<file path="src/rtl/ac_table_writer_if.sv">
// Symbol stream plus goto/output RAM write-side bundle for the Aho-Corasick table writer.
// master = writer side, slave = symbol source / RAM side.
interface ac_table_writer_if #(
  parameter int SW  = 4,
  parameter int STW = 8,
  parameter int AW  = SW + STW
);
  logic           SYM_VALID;
  logic           SYM_READY;
  logic [SW-1:0]  SYM;
  logic           SYM_LAST;
  logic [AW-1:0]  RD_ADDR;
  logic [STW-1:0] RD_DATA;
  logic           WR_EN;
  logic [AW-1:0]  WR_ADDR;
  logic [STW-1:0] WR_DATA;
  logic           OUT_WE;
  logic [STW-1:0] OUT_ADDR;
  logic [7:0]     OUT_DATA;

  modport master (
    input  SYM_VALID, SYM, SYM_LAST, RD_DATA,
    output SYM_READY, RD_ADDR, WR_EN, WR_ADDR, WR_DATA, OUT_WE, OUT_ADDR, OUT_DATA
  );

  modport slave (
    output SYM_VALID, SYM, SYM_LAST, RD_DATA,
    input  SYM_READY, RD_ADDR, WR_EN, WR_ADDR, WR_DATA, OUT_WE, OUT_ADDR, OUT_DATA
  );
endinterface

</file>
<file path="src/rtl/ac_table_writer.sv">
// Aho-Corasick goto/output table builder: clears both RAMs, then walks the trie per
// symbol, allocating states on a miss and tagging the end state of each pattern.
module ac_table_writer #(
  parameter int SW         = 4,
  parameter int STW        = 8,
  parameter int AW         = SW + STW,
  parameter int MAX_STATES = 256
) (
  input  logic                CLK,
  input  logic                RST,
  input  logic                START,
  ac_table_writer_if.master   bus,
  output logic [STW:0]        STATE_COUNT,
  output logic                BUSY,
  output logic                OVERFLOW
);

  typedef enum logic [2:0] {
    ST_IDLE,
    ST_CLEAR,
    ST_READY,
    ST_LOOKUP,
    ST_EVAL,
    ST_MARK,
    ST_ERROR
  } state_e;

  state_e         state_q;
  logic [AW-1:0]  clr_q;
  logic [STW-1:0] cur_q;
  logic [STW:0]   free_q;
  logic [7:0]     pid_q;
  logic [SW-1:0]  sym_q;
  logic           last_q;
  logic           ovf_q;

  logic hit;
  logic room;

  assign hit  = (bus.RD_DATA != '0);
  assign room = (free_q < (STW+1)'(MAX_STATES));

  always_ff @(posedge CLK) begin
    if (RST) begin
      state_q <= ST_IDLE;
      clr_q   <= '0;
      cur_q   <= '0;
      free_q  <= '0;
      pid_q   <= '0;
      sym_q   <= '0;
      last_q  <= 1'b0;
      ovf_q   <= 1'b0;
    end else begin
      case (state_q)
        ST_IDLE: begin
          if (START) begin
            state_q <= ST_CLEAR;
            clr_q   <= '0;
          end
        end
        ST_CLEAR: begin
          clr_q <= clr_q + AW'(1);
          if (clr_q == '1) begin
            cur_q   <= '0;
            free_q  <= (STW+1)'(1);
            pid_q   <= 8'd1;
            ovf_q   <= 1'b0;
            state_q <= ST_READY;
          end
        end
        ST_READY: begin
          if (START) begin
            state_q <= ST_CLEAR;
            clr_q   <= '0;
          end else if (bus.SYM_VALID) begin
            sym_q   <= bus.SYM;
            last_q  <= bus.SYM_LAST;
            state_q <= ST_LOOKUP;
          end
        end
        ST_LOOKUP: state_q <= ST_EVAL;
        ST_EVAL: begin
          if (hit) begin
            cur_q   <= bus.RD_DATA;
            state_q <= last_q ? ST_MARK : ST_READY;
          end else if (room) begin
            cur_q   <= free_q[STW-1:0];
            free_q  <= free_q + (STW+1)'(1);
            state_q <= last_q ? ST_MARK : ST_READY;
          end else begin
            ovf_q   <= 1'b1;
            state_q <= ST_ERROR;
          end
        end
        ST_MARK: begin
          // pid_q wraps to 0 after id 255 has been handed out
          if (pid_q == '0) begin
            ovf_q   <= 1'b1;
            state_q <= ST_ERROR;
          end else begin
            pid_q   <= pid_q + 8'd1;
            cur_q   <= '0;
            state_q <= ST_READY;
          end
        end
        ST_ERROR: begin
          if (START) begin
            state_q <= ST_CLEAR;
            clr_q   <= '0;
          end
        end
        default: state_q <= ST_IDLE;
      endcase
    end
  end

  // RAM-side ports are decoded from the state register; the EVAL write depends on
  // the same-cycle RD_DATA, and the READY read address on the live SYM.
  always_comb begin
    bus.SYM_READY = (state_q == ST_READY);
    bus.RD_ADDR   = '0;
    bus.WR_EN     = 1'b0;
    bus.WR_ADDR   = '0;
    bus.WR_DATA   = '0;
    bus.OUT_WE    = 1'b0;
    bus.OUT_ADDR  = '0;
    bus.OUT_DATA  = '0;
    case (state_q)
      ST_CLEAR: begin
        bus.WR_EN    = 1'b1;
        bus.WR_ADDR  = clr_q;
        bus.OUT_WE   = (clr_q[AW-1:STW] == '0);
        bus.OUT_ADDR = clr_q[STW-1:0];
      end
      ST_READY:  bus.RD_ADDR = {cur_q, bus.SYM};
      ST_LOOKUP: bus.RD_ADDR = {cur_q, sym_q};
      ST_EVAL: begin
        bus.RD_ADDR = {cur_q, sym_q};
        if (!hit && room) begin
          bus.WR_EN   = 1'b1;
          bus.WR_ADDR = {cur_q, sym_q};
          bus.WR_DATA = free_q[STW-1:0];
        end
      end
      ST_MARK: begin
        if (pid_q != '0) begin
          bus.OUT_WE   = 1'b1;
          bus.OUT_ADDR = cur_q;
          bus.OUT_DATA = pid_q;
        end
      end
      default: ;
    endcase
  end

  assign BUSY        = (state_q == ST_CLEAR) || (state_q == ST_LOOKUP) ||
                       (state_q == ST_EVAL)  || (state_q == ST_MARK);
  assign OVERFLOW    = ovf_q;
  assign STATE_COUNT = free_q;

endmodule

</file>
<file path="src/flat_wrapper.sv">
// flat-port wrapper written by rule: the top's interface ports become plain ports
module ac_table_writer_flat 
#(
  parameter int SW         = 4,
  parameter int STW        = 8,
  parameter int AW         = SW + STW,
  parameter int MAX_STATES = 256
)
  (CLK, RST, START, STATE_COUNT, BUSY, OVERFLOW, bus_SYM_VALID, bus_SYM, bus_SYM_LAST, bus_RD_DATA, bus_SYM_READY, bus_RD_ADDR, bus_WR_EN, bus_WR_ADDR, bus_WR_DATA, bus_OUT_WE, bus_OUT_ADDR, bus_OUT_DATA);
  ac_table_writer_if #(.SW(SW), .STW(STW), .AW(AW)) bus_i ();
  input  logic CLK;
  input  logic RST;
  input  logic START;
  output logic [STW:0] STATE_COUNT;
  output logic BUSY;
  output logic OVERFLOW;
  input wire logic [$bits(bus_i.SYM_VALID)-1:0] bus_SYM_VALID;
  input wire logic [$bits(bus_i.SYM)-1:0] bus_SYM;
  input wire logic [$bits(bus_i.SYM_LAST)-1:0] bus_SYM_LAST;
  input wire logic [$bits(bus_i.RD_DATA)-1:0] bus_RD_DATA;
  output wire logic [$bits(bus_i.SYM_READY)-1:0] bus_SYM_READY;
  output wire logic [$bits(bus_i.RD_ADDR)-1:0] bus_RD_ADDR;
  output wire logic [$bits(bus_i.WR_EN)-1:0] bus_WR_EN;
  output wire logic [$bits(bus_i.WR_ADDR)-1:0] bus_WR_ADDR;
  output wire logic [$bits(bus_i.WR_DATA)-1:0] bus_WR_DATA;
  output wire logic [$bits(bus_i.OUT_WE)-1:0] bus_OUT_WE;
  output wire logic [$bits(bus_i.OUT_ADDR)-1:0] bus_OUT_ADDR;
  output wire logic [$bits(bus_i.OUT_DATA)-1:0] bus_OUT_DATA;
  assign bus_i.SYM_VALID = bus_SYM_VALID;
  assign bus_i.SYM = bus_SYM;
  assign bus_i.SYM_LAST = bus_SYM_LAST;
  assign bus_i.RD_DATA = bus_RD_DATA;
  assign bus_SYM_READY = bus_i.SYM_READY;
  assign bus_RD_ADDR = bus_i.RD_ADDR;
  assign bus_WR_EN = bus_i.WR_EN;
  assign bus_WR_ADDR = bus_i.WR_ADDR;
  assign bus_WR_DATA = bus_i.WR_DATA;
  assign bus_OUT_WE = bus_i.OUT_WE;
  assign bus_OUT_ADDR = bus_i.OUT_ADDR;
  assign bus_OUT_DATA = bus_i.OUT_DATA;
  ac_table_writer #(.SW(SW), .STW(STW), .AW(AW), .MAX_STATES(MAX_STATES)) u_core (.CLK(CLK), .RST(RST), .START(START), .bus(bus_i), .STATE_COUNT(STATE_COUNT), .BUSY(BUSY), .OVERFLOW(OVERFLOW));
endmodule
</file>
<file path="config.mk">
export PLATFORM = sky130hd
export DESIGN_NAME = ac_table_writer_flat
export DESIGN_NICKNAME = d
export VERILOG_FILES = /design/src/rtl/ac_table_writer_if.sv /design/src/rtl/ac_table_writer.sv /design/src/flat_wrapper.sv
export SDC_FILE = /design/constraint.sdc
export NUM_CORES = 1
export LEC_CHECK = 0
export CAP_MARGIN = 20
export CORE_AREA = 5 5 83 85
export CTS_CLUSTER_SIZE = 8
export DETAILED_ROUTE_END_ITERATION = 10
export DIE_AREA = 0 0 88 90
export PLACE_DENSITY = 0.84
export SETUP_SLACK_MARGIN = 0.3
export SLEW_MARGIN = 20
export SYNTH_ARGS = -nofsm -noshare
export SYNTH_HDL_FRONTEND = slang
export SYNTH_SLANG_ARGS = --single-unit
</file>
<file path="constraint.sdc">
create_clock -name CLK -period 2.6 [get_ports CLK]
set_input_delay 0.52 -clock CLK [delete_from_list [all_inputs] [get_ports CLK]]
set_output_delay 0.52 -clock CLK [all_outputs]
set_load 0.05 [all_outputs]
</file>
==> impl_metrics.env <==
export IMPL_status="complete, no violations"
export IMPL_fin_nets=449
export IMPL_final_period_utilization_pct=97.2
export IMPL_coreArea_um2=6130
export IMPL_rrSetupSlack_ns=0.41
export IMPL_whs_ns=0.484
export IMPL_synth_compound_area_share_pct=20.0
export IMPL_seq_power_share_pct=45.2
export IMPL_report_final_slew_viol_count=0
export IMPL_combPwrFrac_pct=22.9
export IMPL_grt_pass1_vias=3187
export IMPL_synth_xor_area_share_pct=4.37
export IMPL_drc=0
export IMPL_critPathLaunchType="flop"
export IMPL_vias=3149
export IMPL_antenna_found_initial=0
export IMPL_synthFlopType="dfxtp_1"
export IMPL_cts_htree_levels=2
export IMPL_startpoint="u_core.pid_q[0]"
export IMPL_top_layer_used="met4"
export IMPL_wl_met3_um=887
export IMPL_gp_congestion=0.874
export IMPL_synth_fa_ha_area_share_pct=1.78
export IMPL_rsz0062_at_grt="yes"
export IMPL_ir_drop_v=0.000221
export IMPL_placed_area_um2=4180
export IMPL_min_period_ns=2.53
export IMPL_ff2ff_path_depth=7
export IMPL_io_buffers=78
export IMPL_drt_met1_wl_mm=3.76
export IMPL_worst_slew_pin_slew_ns=0.517
export IMPL_instances_no_fill=506
export IMPL_drtPass1Iterations=7
export IMPL_met2RoutedLength_mm=5.26
export IMPL_num_antenna_cells=0
export IMPL_regArea_um2=940
export IMPL_power_share_switching_pct=30.4
export IMPL_grt_max_degree=26
export IMPL_cp_max_fo=8
export IMPL_power_density_nw_per_um2=354
export IMPL_hold_depth=2
export IMPL_ios=79
export IMPL_critical_path_endpoint_type="primary output"
export IMPL_clkSinkCount=46
export IMPL_relSlewSlack_pct=65.5
export IMPL_worst_slack_ns=0.0724
export IMPL_syn_avg_cell_area_um2=8.43
export IMPL_drt_total_wl_mm=10.3
export IMPL_final_design_area_no_fill_um2=4640
export IMPL_synth_area_leader_cell="dfxtp_1"
export IMPL_grtUsageTotal_pct=26.1
export IMPL_ys_ff_latch=46
export IMPL_wl_per_cell_um=20.4
export IMPL_synth_top_family_by_area="simple AND/OR/NAND/NOR gates"
export IMPL_die_h_um=90
export IMPL_start_util_pct=45.8
export IMPL_synthCells=333
export IMPL_n_fill_cell=376
export IMPL_numCtsBuffers=5
export IMPL_ys_seq_area_share_pct=32.8
export IMPL_clkPwrFrac_pct=31.9
export IMPL_synth_warnings=0
export IMPL_path_class="reg -> out"
export IMPL_synth_area_um2=2810
export IMPL_layout_drive_gt1_share_pct=38.2
export IMPL_dp_cells=486
export IMPL_finalClockSkew_ns=0.00888
export IMPL_yosysTopAreaCellShare_pct=32.8
export IMPL_hold_class="reg -> reg"
export IMPL_drt_iter0_markers=291
export IMPL_multi_input_area_um2=2010
export IMPL_path_clk_slew_ns=0.08
export IMPL_synth_cell_types=60
export IMPL_cts_buffer_depth=2
export IMPL_detailedPlace_worstSlack_ns=-0.161
export IMPL_ant_nets=0
export IMPL_dp_hpwl_mm=6.41
export IMPL_fmax_mhz=396
export IMPL_area_delta_synth_final_pct=65.3
export IMPL_routed_via_density=6.22
export IMPL_setup_violations=0
export IMPL_cts_tree="yes"
export IMPL_synth_mux_area_share_pct=7.18
export IMPL_max_cap_violations=0
export IMPL_synth_area_leaders="dfxtp_1 33%, a22o_1 7.2%, nor2_1 5.9%"
export IMPL_arrival_ns=2.01
export IMPL_syn_num_nets=354
export IMPL_synthArstFlopShare_pct=0
export IMPL_rows=29
export IMPL_yosys_area_share_simple_pct=29.4
export IMPL_synth_edf_count=0
export IMPL_grt_pass1_wl_mm=16.5
export IMPL_worstPathRequired_ns=2.08
export IMPL_chipWidth_um=88
export IMPL_intPower_mw=1.14
export IMPL_clkLatencyLatePin_ns=0.32
export IMPL_cts_root_buffer="clkbuf_8"
export IMPL_hold_viol_final=0
export IMPL_cp_endpoint="bus_OUT_ADDR[4]"
export IMPL_grt_ovfl_total=0
export IMPL_p_leak_nw=1.94
export IMPL_dieArea_um2=7920
export IMPL_reg2reg_from="u_core.pid_q[0]"
export IMPL_p_sw_uw=499
export IMPL_timing_rr_end="u_core.cur_q[2]"
[placed cells by master, fill, tap and decap left out, types with 11 or more instances in the layout]
master,instances
buf_12,44
dfxtp_1,41
a22o_4,12
nor2b_1,17
nor2_1,42
nand2_1,12
nand3_1,11
a21oi_1,21
buf_4,33
a22o_1,11
clkdlybuf4s50_1,18
[cell type report]
type,count,share of cell area (%)
Inverter,6,0.539
Timing Repair Buffer,109,31.4
Multi-Input combinational cell,260,43.3
Tap cell,77,2.08
Clock buffer,8,2.37
Sequential cell,46,20.3
[what timing repair did]
item,CTS,global route
pin swaps,19,6
gates resized for setup,91,14
setup endpoints to repair,46,44
cloned,3,0
hold buffers,0,0
setup buffers,7,2
[power groups by stage]
stage               Clock [mW]  Sequential (mW)  Combinational, mW
floorplan                    0            0.741              0.206
global placement             0            0.751              0.333
detailed placement           0            0.752              0.340
CTS                      0.516            0.737              0.361
global route             0.547            0.744              0.395
finish                   0.524            0.741              0.376
[cells in the mapped netlist, types with 2 or more instances]
master and count:
dfxtp_1 46, o21ai_0 4, nand4_1 2, a31oi_1 4, a21o_1 4, nor2_2 2, and3_1 7, nand3_1 11
inv_1 6, a311oi_1 3, clkbuf_1 14, a21oi_1 21, nor4_1 5, nand2_1 14, nand4b_1 2, mux2i_1 7
xnor2_1 6, nor2_1 44, buf_2 6, and4_1 2, nand2b_1 6, a211oi_1 2, and2_1 13, xor2_1 8
or3_1 2, a22oi_1 2, nor3_1 4, nor2b_1 18, a22o_1 23, mux2_4 8, ha_1 4, nand3b_1 2
or2_2 4
[stage by stage]
| step | util, % | total power [mW] | TNS [ns] |
|---|---|---|---|
| 3_3_place_gp | 68.2 | 1.08 | -2.60 |
| 2_1_floorplan | - | 0.947 | 0 |
| 6_report | 75.7 | 1.64 | 0 |
| 5_1_grt | 75.7 | 1.68 | 0 |
| 3_5_place_dp | 68.2 | 1.09 | -2.56 |
| 4_1_cts | 74.6 | 1.61 | 0 |
[flip-flops by register name (all words and copies together) (netlist names)]
name,flops
u_core.cur_q,8
u_core.OVERFLOW,1
u_core.last_q,1
u_core.state_q,3
u_core.pid_q,8
u_core.clr_q,12
u_core.STATE_COUNT,9
u_core.sym_q,4
[per-layer routing]
metal | up-vias | GRT usage, %
li1 | 1396 | -
met1 | 1494 | 30.0
met2 | 215 | 44.8
met3 | 44 | 6.03
met4 | 0 | 11.9
met5 | - | 0
[worst max-delay path, stage by stage (launching register included)]
cell and delay [ns]:
dfxtp_4 0.37, inv_4 0.06, ha_4 0.11, or4b_4 0.48, o21ba_4 0.26, a22o_1 0.25
buf_12 0.16
[cell families (layout without fill, tap and decap cells)]
logic type | count (synthesis) | in the layout
AND/OR/NAND/NOR | 149 | 149
AO/OA/AOI/OAI | 76 | 77
flip-flops | 46 | 46
buffers and inverters | 28 | 123
multiplexers | 16 | 16
XOR/XNOR | 14 | 14
adder cells (fa/ha/maj) | 4 | 4
[worst min path at each step]
stage	startpoint	end	slack, ns
after detailed placement	u_core.OVERFLOW	u_core.OVERFLOW	0.47
after floorplan	u_core.pid_q[6]	u_core.pid_q[6]	0.47
after global placement	u_core.OVERFLOW	u_core.OVERFLOW	0.46
after global routing	u_core.OVERFLOW	u_core.OVERFLOW	0.56
after CTS	u_core.OVERFLOW	u_core.OVERFLOW	0.49
final	u_core.OVERFLOW	u_core.OVERFLOW	0.48
Note: power is estimated with default switching activity, not from simulation.
